`src/rtl/truth_table_sweeper.sv`:
```
// truth_table_sweeper: walks all 16 {x,y,w,z} vectors into a 4-input function,
// samples its response after a settle window and scores it against a truth table.
module truth_table_sweeper #(
   parameter int unsigned SETTLE   = 1,
   parameter logic [15:0] EXPECTED = 16'h7310
) (
   input  logic        clk,
   input  logic        reset,
   input  logic        start,
   input  logic        s_in,
   output logic [3:0]  vec_out,
   output logic        busy,
   output logic        done,
   output logic [15:0] captured,
   output logic        pass,
   output logic [4:0]  mismatch_count,
   output logic [3:0]  first_fail,
   output logic        fail_valid
);

   localparam int unsigned CNT_W = 8;
   localparam int unsigned VEC_W = 4;
   localparam int unsigned SIG_W = 16;
   localparam int unsigned MM_W  = 5;

   localparam logic [1:0] IDLE   = 2'd0;
   localparam logic [1:0] HOLD   = 2'd1;
   localparam logic [1:0] SAMPLE = 2'd2;
   localparam logic [1:0] DONE   = 2'd3;

   localparam logic [CNT_W-1:0] SETTLE_CNT = CNT_W'(SETTLE);
   localparam logic [VEC_W-1:0] LAST_VEC   = VEC_W'(15);

   logic [1:0]       state_q, state_d;
   logic [CNT_W-1:0] cnt_q, cnt_d;
   logic [VEC_W-1:0] vec_d;
   logic             busy_d, done_d, pass_d, fail_valid_d;
   logic [SIG_W-1:0] captured_d;
   logic [MM_W-1:0]  mismatch_count_d;
   logic [VEC_W-1:0] first_fail_d;

   // State, counter and all outputs are registered; reset clears everything.
   always_ff @(posedge clk or posedge reset) begin
      if (reset) begin
         state_q        <= IDLE;
         cnt_q          <= '0;
         vec_out        <= '0;
         busy           <= 1'b0;
         done           <= 1'b0;
         captured       <= '0;
         pass           <= 1'b0;
         mismatch_count <= '0;
         first_fail     <= '0;
         fail_valid     <= 1'b0;
      end else begin
         state_q        <= state_d;
         cnt_q          <= cnt_d;
         vec_out        <= vec_d;
         busy           <= busy_d;
         done           <= done_d;
         captured       <= captured_d;
         pass           <= pass_d;
         mismatch_count <= mismatch_count_d;
         first_fail     <= first_fail_d;
         fail_valid     <= fail_valid_d;
      end
   end

   // Next-state and next-output logic for the sweep sequencer.
   always_comb begin
      state_d          = state_q;
      cnt_d            = cnt_q;
      vec_d            = vec_out;
      busy_d           = busy;
      done_d           = done;
      captured_d       = captured;
      pass_d           = pass;
      mismatch_count_d = mismatch_count;
      first_fail_d     = first_fail;
      fail_valid_d     = fail_valid;

      case (state_q)
         IDLE, DONE: begin
            // start is only honoured when no sweep is running
            if (start) begin
               state_d          = HOLD;
               cnt_d            = '0;
               vec_d            = '0;
               busy_d           = 1'b1;
               done_d           = 1'b0;
               captured_d       = '0;
               pass_d           = 1'b0;
               mismatch_count_d = '0;
               first_fail_d     = '0;
               fail_valid_d     = 1'b0;
            end
         end
         HOLD: begin
            // HOLD lasts SETTLE+1 cycles; leave on the edge the counter hits SETTLE
            cnt_d = cnt_q + CNT_W'(1);
            if (cnt_q == SETTLE_CNT) begin
               state_d = SAMPLE;
            end
         end
         SAMPLE: begin
            captured_d[vec_out] = s_in;
            if (s_in != EXPECTED[vec_out]) begin
               mismatch_count_d = mismatch_count + MM_W'(1);
               if (!fail_valid) begin
                  first_fail_d = vec_out;
                  fail_valid_d = 1'b1;
               end
            end
            if (vec_out != LAST_VEC) begin
               vec_d   = vec_out + VEC_W'(1);
               cnt_d   = '0;
               state_d = HOLD;
            end else begin
               state_d = DONE;
               busy_d  = 1'b0;
               done_d  = 1'b1;
               pass_d  = (captured_d == EXPECTED);
            end
         end
         default: begin
            state_d = IDLE;
         end
      endcase
   end

endmodule

```
`config.mk`:
```
export PLATFORM = sky130hd
export DESIGN_NAME = truth_table_sweeper
export DESIGN_NICKNAME = d
export VERILOG_FILES = /design/src/rtl/truth_table_sweeper.sv
export SDC_FILE = /design/constraint.sdc
export NUM_CORES = 1
export LEC_CHECK = 0
export ABC_AREA = 1
export BUFFER_PORTS_ARGS = -buffer_cell sky130_fd_sc_hd__buf_2
export CAP_MARGIN = 25
export CORE_UTILIZATION = 30
export CTS_CLUSTER_SIZE = 16
export DETAILED_ROUTE_END_ITERATION = 10
export GPL_TIMING_DRIVEN = 0
export PLACE_DENSITY = 0.59
export SYNTH_ARGS = -nofsm -noshare
export SYNTH_HDL_FRONTEND = slang
export SYNTH_SLANG_ARGS = --single-unit
```
`constraint.sdc`:
```
create_clock -name clk -period 1.73 [get_ports clk]
set_input_delay 0.2595 -clock clk [delete_from_list [all_inputs] [get_ports clk]]
set_output_delay 0.2595 -clock clk [all_outputs]
set_load 0.05 [all_outputs]
```
==> run_results.csv <==
group,metric,value,unit
timing,period_minus_slack,1.64,ns
layout,fin_util,38.8,%
drt,route.detailed.drc,0,
place,place.port_buffers,36,
run,cap_viol_max_count,0,
place,place_congestion,0.847,
drt,vias_per_cell,4.78,
place,postPlaceCellArea,2810,um2
layout,diodes,0,
timing,rsz0062_at_grt,"false",
drt,vias,2232,
timing,fin_hold_ws,0.422,ns
layout,final_cell_mix,"nand2_1 (85), dfrtp_1 (41), buf_2 (38), nand3_1 (28), inv_1 (24)",
layout,design_area,3040,um2
global_route,grt_pass1_wl,9.95,mm
clocking,h-tree-depth,2,
timing,post-route-period-util,94.8,%
layout,layout-drive-gt1-share,24.9,%
setup_path,slowest_delay,0.45,ns
yosys,synth_seq_cells,43,
die,fp.dieH,92.9,um
die,fp.dieArea,8620,um2
die,die_w,92.9,um
timing,worst_pin_slew,0.510,ns
clocking,cts_tree,"yes",
timing,hold_violations,0,
timing,relSlewSlack,66.0,%
die,initial_utilization,31.6,%
clocking,clock_path_buffers,2,
layout,final_cells,467,
layout,nFillCells,859,
yosys,seq_area_frac_synth,43.5,%
layout,final_common_cell,"nand2_1",
setup_path,critPathBufInv,2,
clocking,path_clk_slew,0.08,ns
clocking,cts_sinks,43,
setup_path,cp-end-kind,"register",
yosys,avgSynthCellArea,8.01,um2
global_route,antenna_found_initial,0,
layout,nets,380,
yosys,yosysUniqueCellTypes,30,
setup_path,critical_path_class,"reg -> reg",
yosys,yosys_warnings,0,
layout,area_growth,22.9,%
place,dp.cells,448,
setup_path,cp-start-kind,"register",
setup_path,crit_chain,"ha_2 -> buf_4 -> nand3_4 -> nand4_1 -> nand3_2 -> nand2_2 -> buf_6 -> nand2_1 -> o21ai_2",
clocking,clk_latency,0.29,ns
die,rows,32,
power_and_ir_drop,power-per-cell-area,1210,nW/um2
drt,ant_nets,0,
clocking,cts_made_buffers,5,
setup_path,cp_data_required_time,1.91,ns
drt,dr.first_iter.drc_count,93,
place,dp_hpwl,4.20,mm
yosys,syn_nets,325,
layout,multi_input_area,1280,um2
timing,slew_viol_final,0,
layout,area.sequential,1080,um2
global_route,grt_max_degree,32,
die,core,7850,um2
setup_path,critPathArrivalTime,1.82,ns
drt,routedWlPerCell,12.4,um
timing,finClkSkew,0.00535,ns
yosys,synthCells,309,
drt,drt_first_pass_iters,4,
hold_path,hp-class,"in -> reg",
timing,setup_violations,0,
drt,wirelength,5.81,mm
global_route,grt_usage,14.7,%
setup_path,crit_path_top_delay_cell,"dfrtp_2",
power_and_ir_drop,ir_worst_vdd,0.000951,V
power_and_ir_drop,power_leakage,1.52,nW
die,num_io_pins,37,
timing,max_freq,0.610,GHz
setup_path,cpLargestDelayFamily,"simple AND/OR/NAND/NOR gates",
clocking,clock-root-buffer,"clkbuf_8",
global_route,grt-ovfl-total,0,
run_status,status,"finished, final reports clean",
global_route,grt_pass1_vias,2042,
setup_path,worstPathMaxFanout,10,
yosys,synth_area,2480,um2
[final timing paths]
check / from / depth (start not counted) / end / slack, ns
max in group asynchronous: reset / 4 / vec_out[0] / 0.79
min in group asynchronous: reset / 3 / captured[2] / 0.45
max reg2reg: vec_out[1] / 9 / mismatch_count[2] / 0.09
min reg2reg: first_fail[3] / 2 / first_fail[3] / 0.50
max: vec_out[1] / 9 / mismatch_count[2] / 0.09
min: start / 4 / captured[12] / 0.42
[state kept, by name, indices dropped and copies added, names as in the netlist]
register,cells
vec_out,4
fail_valid,1
captured,16
pass,1
state_q,2
busy,1
mismatch_count,5
first_fail,4
done,1
cnt_q,8
[area by class of cell]
type | count | area share (%)
Clock buffer | 7 | 2.51
Tap cell | 102 | 4.19
Clock inverter | 1 | 0.164
Inverter | 31 | 3.99
Sequential cell | 43 | 35.4
Timing Repair Buffer | 48 | 9.37
Buffer | 10 | 2.34
Multi-Input combinational cell | 225 | 42.0
[worst register-to-register path, delay by kind of cell (launching register included)]
| family | cells | cell delay, ns |
|---|---|---|
| AOI/OAI and AO/OA | 1 | 0.06 |
| and+or+nand+nor | 5 | 0.52 |
| DFF | 1 | 0.45 |
| buffers and inverters | 2 | 0.32 |
| adders and majority gates | 1 | 0.19 |
[synthesized netlist by cell type (all sizes together)]
library cell,n,area (um2)
clkbuf,3,11.3
inv,31,119
ha,12,150
nor3b,1,7.51
nor3,3,15.0
o31ai,2,15.0
a21oi,3,15.0
nand3,30,160
o22ai,6,37.5
nor2,20,100
a22o,10,87.6
o21ai,27,139
dfrtp,43,1080
xnor2,1,8.76
nand4,15,93.8
a31o,1,8.76
buf,7,56.3
nand2,90,345
xor2,2,17.5
or2,2,12.5
[report_power, final]
| part | leakage (nW) | switching [mW] | internal (mW) |
|---|---|---|---|
| Combinational | 0.888 | 1.20 | 0.569 |
| Sequential | 0.589 | 0.133 | 1.14 |
| Clock | 0.0422 | 0.348 | 0.284 |
[repair_timing]
action	in CTS	in global routing
gates cloned	0	0
hold buffers	1	0
gates resized for setup	9	8
endpoints found under the setup margin	26	27
buffers inserted	6	4
endpoints found under the hold margin	12	0
pin swaps	0	3
[logic make-up (layout without fill, tap and decap cells)]
logic type	count (synthesis)	count (layout)	share of synthesized area, %
and+or+nand+nor	161	161	29.7
xor gates and xnor gates	3	3	1.06
adders and majority gates	12	12	6.06
AOI/OAI and AO/OA	49	49	12.2
buffers and inverters	41	97	7.53
DFF	43	43	43.5
[routing by layer]
layer | GRT usage [%] | vias up | part of all wire, %
met3 | 3.20 | 2 | 3.3
li1 | - | 1155 | -
met1 | 20.5 | 1035 | 51
met4 | 4.23 | 0 | 0.88
met5 | 0 | - | 0
met2 | 22.5 | 40 | 45
[through the flow]
step / power (mW) / setup TNS (ns) / worst slack, ns
after floorplan: 2.43 / 0 / 0.00555
after global placement: 2.80 / -9.90 / -0.330
after detailed placement: 2.83 / -2.43 / -0.190
after CTS: 3.60 / 0 / 0.0316
after global routing: 3.98 / 0 / 0.00415
final: 3.68 / 0 / 0.0899
(Power assumes the default switching activity.)
